## config.mk

```make
export PLATFORM = sky130hd
export DESIGN_NAME = bat_amateur_loader
export DESIGN_NICKNAME = d
export VERILOG_FILES = /design/src/rtl/bat_amateur_loader.sv
export SDC_FILE = /design/constraint.sdc
export NUM_CORES = 1
export LEC_CHECK = 0
export CAP_MARGIN = 20
export CORE_MARGIN = 2
export CORE_UTILIZATION = 40
export CTS_BUF_LIST = sky130_fd_sc_hd__clkbuf_4 sky130_fd_sc_hd__clkbuf_8 sky130_fd_sc_hd__clkbuf_16
export CTS_CLUSTER_SIZE = 12
export DETAILED_ROUTE_END_ITERATION = 10
export HOLD_SLACK_MARGIN = 0.02
export PLACE_DENSITY_LB_ADDON = 0.08
export SYNTH_ARGS = -nofsm -noshare
export SYNTH_HDL_FRONTEND = slang
export SYNTH_SLANG_ARGS = --single-unit
```

## constraint.sdc

```tcl
create_clock -name CLK -period 3.1 [get_ports CLK]
set_input_delay 0.62 -clock CLK [delete_from_list [all_inputs] [get_ports CLK]]
set_output_delay 0.62 -clock CLK [all_outputs]
set_load 0.05 [all_outputs]
```

## src/rtl/bat_amateur_loader.sv

```systemverilog
// Program loader for the bat_amateur core: halts the core, streams words into its RAM
// through the external-access port, then pulses the core reset and releases HALT.
module bat_amateur_loader #(
  parameter int unsigned MAX_WORDS  = 256,
  parameter logic        RW_WRITE   = 1'b1,
  parameter int unsigned RST_CYCLES = 2
) (
  input  logic        CLK,
  input  logic        RST,
  input  logic        START,
  input  logic [15:0] LEN,
  input  logic [15:0] START_ADDR,
  input  logic [15:0] WORD_IN,
  input  logic        WORD_VALID,
  output logic        WORD_READY,
  output logic        HALT,
  output logic        CPU_RST,
  output logic [15:0] ADDRESS,
  output logic [15:0] DATA_OUT,
  output logic        DATA_OE,
  output logic        EXT_RAM_RW,
  output logic        EXT_RAM_EN,
  output logic        BUSY,
  output logic        DONE,
  output logic        ERR,
  output logic [15:0] CHECKSUM
);

  typedef enum logic [2:0] {
    S_IDLE,
    S_ARM,
    S_WAIT,
    S_WRITE,
    S_NEXT,
    S_RELEASE
  } state_t;

  localparam logic [16:0] MAX_LEN  = 17'(MAX_WORDS);
  localparam logic [15:0] RST_LAST = 16'(RST_CYCLES - 1);

  state_t      state_q, state_d;
  logic [15:0] addr_q, addr_d;
  logic [15:0] data_q, data_d;
  logic [15:0] csum_q, csum_d;
  logic [15:0] len_q, len_d;
  logic [16:0] idx_q, idx_d;
  logic [15:0] rcnt_q, rcnt_d;
  logic        done_d;
  logic        err_d;
  logic        len_ok;

  assign ADDRESS  = addr_q;
  assign DATA_OUT = data_q;
  assign CHECKSUM = csum_q;

  always_comb begin
    state_d = state_q;
    addr_d  = addr_q;
    data_d  = data_q;
    csum_d  = csum_q;
    len_d   = len_q;
    idx_d   = idx_q;
    rcnt_d  = rcnt_q;
    done_d  = 1'b0;
    err_d   = 1'b0;
    len_ok  = (LEN != 16'd0) && ({1'b0, LEN} <= MAX_LEN);

    case (state_q)
      S_IDLE: begin
        if (START) begin
          if (len_ok) begin
            len_d   = LEN;
            addr_d  = START_ADDR;
            csum_d  = 16'd0;
            idx_d   = 17'd0;
            state_d = S_ARM;
          end else begin
            err_d = 1'b1;
          end
        end
      end
      S_ARM: state_d = S_WAIT;
      S_WAIT: begin
        if (WORD_VALID) begin
          data_d  = WORD_IN;
          csum_d  = csum_q + WORD_IN;
          state_d = S_WRITE;
        end
      end
      S_WRITE: state_d = S_NEXT;
      S_NEXT: begin
        // Address moves only after the turnaround cycle so it outlives the enable by one cycle.
        idx_d  = idx_q + 17'd1;
        addr_d = addr_q + 16'd1;
        if (idx_d == {1'b0, len_q}) begin
          rcnt_d  = 16'd0;
          state_d = S_RELEASE;
        end else begin
          state_d = S_WAIT;
        end
      end
      S_RELEASE: begin
        if (rcnt_q == RST_LAST) begin
          done_d  = 1'b1;
          state_d = S_IDLE;
        end else begin
          rcnt_d = rcnt_q + 16'd1;
        end
      end
      default: state_d = S_IDLE;
    endcase
  end

  // Every output is a register derived from the next state, so it is valid for the whole state.
  always_ff @(posedge CLK) begin
    if (RST) begin
      state_q    <= S_IDLE;
      addr_q     <= 16'd0;
      data_q     <= 16'd0;
      csum_q     <= 16'd0;
      len_q      <= 16'd0;
      idx_q      <= 17'd0;
      rcnt_q     <= 16'd0;
      WORD_READY <= 1'b0;
      HALT       <= 1'b0;
      CPU_RST    <= 1'b0;
      DATA_OE    <= 1'b0;
      EXT_RAM_RW <= ~RW_WRITE;
      EXT_RAM_EN <= 1'b0;
      BUSY       <= 1'b0;
      DONE       <= 1'b0;
      ERR        <= 1'b0;
    end else begin
      state_q    <= state_d;
      addr_q     <= addr_d;
      data_q     <= data_d;
      csum_q     <= csum_d;
      len_q      <= len_d;
      idx_q      <= idx_d;
      rcnt_q     <= rcnt_d;
      WORD_READY <= (state_d == S_WAIT);
      HALT       <= (state_d != S_IDLE);
      CPU_RST    <= (state_d == S_RELEASE);
      DATA_OE    <= (state_d == S_WRITE);
      EXT_RAM_RW <= (state_d == S_WRITE) ? RW_WRITE : ~RW_WRITE;
      EXT_RAM_EN <= (state_d == S_WRITE);
      BUSY       <= (state_d != S_IDLE);
      DONE       <= done_d;
      ERR        <= err_d;
    end
  end

endmodule

```

==> results of run 1 <==
[Yosys cell counts (3+ instances only)]
cell        n  area [um^2]
dfxtp_1   106         2120
nand2_1    92          345
a21oi_1    78          390
nor2_1     46          173
o21ai_0    42          210
nand3_1    35          175
clkbuf_1   30          113
and3_1     26          163
ha_1       19          238
a31oi_1    17          106
nor3_1     17         85.1
nor4_1     17          106
xnor2_1    17          149
or3_1      15         93.8
inv_1      14         52.6
xor2_1     11         96.3
a21boi_1   10         75.1
nand4_1     9         56.3
a211oi_1    7         52.6
a21o_1      7         52.6
nand2b_1    7         43.8
or4_1       7         52.6
and4_1      6         52.6
buf_2       6         30.0
buf_1       5         18.8
mux2i_1     5         50.1
o31ai_1     5         37.5
a221oi_1    4         35.0
and2_1      4         25.0
nand3b_1    4         30.0
nor3b_1     4         30.0
a311oi_1    3         26.3
buf_4       3         22.5
o21bai_1    3         22.5
[layer usage]
layer / GRT usage / wire length, um / part of all wire / up-vias
li1: - / - / - / 2868
met1: 0.288 / 7740 / 0.49 / 2682
met2: 0.332 / 7100 / 0.45 / 133
met3: 0.0549 / 806 / 0.051 / 18
met4: 0.0604 / 221 / 0.014 / 0
met5: 0 / 0 / 0 / -
[cells by family (layout without fill, tap and decap cells)]
| kind of cell | after synthesis | after routing | share of synthesized area |
|---|---|---|---|
| DFF | 106 | 106 | 0.373 |
| and+or+nand+nor | 299 | 299 | 0.267 |
| adders and majority gates | 20 | 20 | 0.0453 |
| AOI/OAI and AO/OA | 200 | 200 | 0.213 |
| buffers and inverters | 60 | 187 | 0.0445 |
| xor gates and xnor gates | 29 | 29 | 0.0473 |
| muxes | 5 | 5 | 0.00881 |
[through the flow]
stage / util / power, mW
detailed placement: 0.517 / 1.55
global placement: 0.517 / 1.55
CTS: 0.542 / 2.84
floorplan: - / 1.46
finish: 0.544 / 2.81
global route: 0.544 / 2.91
[worst register-to-register path, delay by kind of cell, from the launching register on]
kind,cells,cell delay (ps)
AO/OA/AOI/OAI,3,620
XOR/XNOR,1,150
flip-flops,1,410
AND/OR/NAND/NOR,4,1660
[cell type report]
cell class                 count  share of cell area
multi-input combinational    553               0.442
inverter                      14             0.00696
clock buffer                  12              0.0353
clock inverter                 4             0.00961
timing repair buffer         157               0.194
sequential                   106               0.281
tap                          180              0.0298
[sequential cells by signal, indices dropped and copies added (netlist names)]
| name | count |
|---|---|
| BUSY | 1 |
| len_q | 16 |
| idx_q | 17 |
| DONE | 1 |
| EXT_RAM_RW | 1 |
| state_q | 3 |
| WORD_READY | 1 |
| CHECKSUM | 16 |
| ADDRESS | 16 |
| ERR | 1 |
| DATA_OUT | 16 |
| rcnt_q | 16 |
| CPU_RST | 1 |
[where the power goes]
part / internal (mW) / leakage (nW) / switching (mW)
clock network: 0.773 / 0.165 / 0.519
logic: 0.0833 / 1.75 / 0.0730
registers: 1.36 / 0.855 / 0.00100
total: 2.22 / 2.77 / 0.593
[worst max path at each step]
stage / from / endpoint / slack [ps] / depth (start not counted)
after global placement: idx_q[0] / rcnt_q[8] / 10 / 9
after CTS: idx_q[7] / rcnt_q[13] / 2 / 8
final: idx_q[2] / rcnt_q[14] / 180 / 8
after detailed placement: idx_q[0] / rcnt_q[8] / -130 / 10
after floorplan: idx_q[0] / rcnt_q[13] / 390 / 10
after global routing: idx_q[10] / rcnt_q[13] / 6 / 8
[what timing repair did]
action                                  in CTS  in global routing
endpoints found under the setup margin      14                 21
setup buffers                                0                  0
pin swaps                                    0                  2
resized for setup                            2                  8
hold buffers                                 0                  0
==> results.json, run 1 <==
{
  "worstSkewPairLatency_ps": 350,
  "min_to": "DATA_OUT[2]",
  "cpPeakStageDelay_ps": 600,
  "setup_viol": 0,
  "finalHoldViolCount": 0,
  "grt_pass1_vias": 5398,
  "avgSynthCellArea_um2": 7.91,
  "post-route-period-util": 0.943,
  "crit_chain": "nand3_2, or4_1, xnor2_1, a2111oi_1, and4bb_4, a21oi_4, or4_1, a21boi_1",
  "tritoncts": "done",
  "drt_wl_total_mm": 15.9,
  "min_path_cells": 2,
  "initial_core_util": 0.410,
  "hold_start": "DATA_OUT[2]",
  "seq_area_frac_synth": 0.373,
  "irDropWorstVdd_mv": 0.291,
  "core-area_um2": 13900,
  "track_usage": 0.212,
  "leakage_nw": 2.77,
  "rsz0062_at_grt": "no",
  "cp_slowest_cell": "or4_1",
  "final_cell_mix": "clkdlybuf4s50_1, dfxtp_1, nand2_1",
  "r2r-end": "rcnt_q[14]",
  "placed_cell_area_um2": 7180,
  "dp_hpwl_mm": 11.4,
  "relSlewSlack": 0.494,
  "nets": 913,
  "crit_fanout": 18,
  "period_minus_slack_ps": 2920,
  "synth_edf_count": 0,
  "yosys_warnings": 0,
  "r2r_cells": 8,
  "postSynthCellCount": 719,
  "crit_type": "flip-flop to flip-flop",
  "cts_buffers": 9,
  "die_y_um": 123,
  "drt-vias-per-instance": 5.56,
  "dr.pass1.iters": 4,
  "setup.worst_path.start_class": "flip-flop",
  "fin_area_um2": 7550,
  "tns_ps": 0,
  "fillers": 1329,
  "via_count": 5701,
  "path_common_cell": "or4_1",
  "multiInputGateArea_um2": 3340,
  "synth_async_sr_flop_share": 0,
  "dp.cells": 1010,
  "grt_max_degree": 59,
  "pre_cts_ws_ps": -126,
  "fin_skew_ps": 7.82,
  "regArea_um2": 2130,
  "syn_area_um2": 5680,
  "wire_per_inst_um": 15.5,
  "worst_pin_slew_ps": 756,
  "fin_hold_ws_ps": 458,
  "worstPathRequired_ps": 3380,
  "ys_types": 64,
  "cts_root_buf": "clkbuf_16",
  "drtIter0Drc": 491,
  "hp-class": "flip-flop to flip-flop",
  "timing.rr.start": "idx_q[2]",
  "crit_arrival_ps": 3200,
  "grt_antenna_before_repair": 0,
  "setup_ws_ps": 176,
  "drc": 0,
  "r2r_setup_slack_ps": 180,
  "place.port_buffers": 108,
  "crit_family": "simple AND/OR/NAND/NOR gates",
  "synth_flop_cell": "dfxtp_1",
  "cp.buffers_inverters": 0,
  "synth_seq_cells": 106,
  "dieWidth_um": 123,
  "synthToLayoutAreaGrowth_pct": 32.9,
  "grt_pass1_wl_mm": 25.9,
  "power_density_nw_per_um2": 372,
  "clk_pin_slew_worst_paths_ps": 70,
  "ant_nets": 0,
  "cp-end-kind": "flip-flop",
  "htree_levels": 3,
  "stdcell_count": 1026,
  "maxCapViolCount": 0,
  "drv_slew": 0,
  "synth_fp_nets": 791,
  "gp_congestion": 0.890,
  "ioPinCount": 109,
  "clock-sinks": 106,
  "rows": 43,
  "n_antenna_cell": 0,
  "overflow": 0,
  "die-area_um2": 15200,
  "outcome": "completed",
  "fmax_ghz": 0.342,
  "mostFrequentLayoutCell": "clkdlybuf4s50_1",
  "cts_max_path_buffers": 2,
  "layout-drive-gt1-share": 0.0910
}
Power figures use the tool's default switching activity.
==> inputs of run 2 (changes only) <==
- SLEW_MARGIN: not set -> 25
==> results of run 2 <==
Same layout as run 1: the final DEF is identical, and so are final timing and power.
==> inputs of run 3 (changes only) <==
- HOLD_SLACK_MARGIN: 0.02 -> 0.06
==> results of run 3 <==
Same layout as run 1: the final DEF is identical, and so are final timing and power.
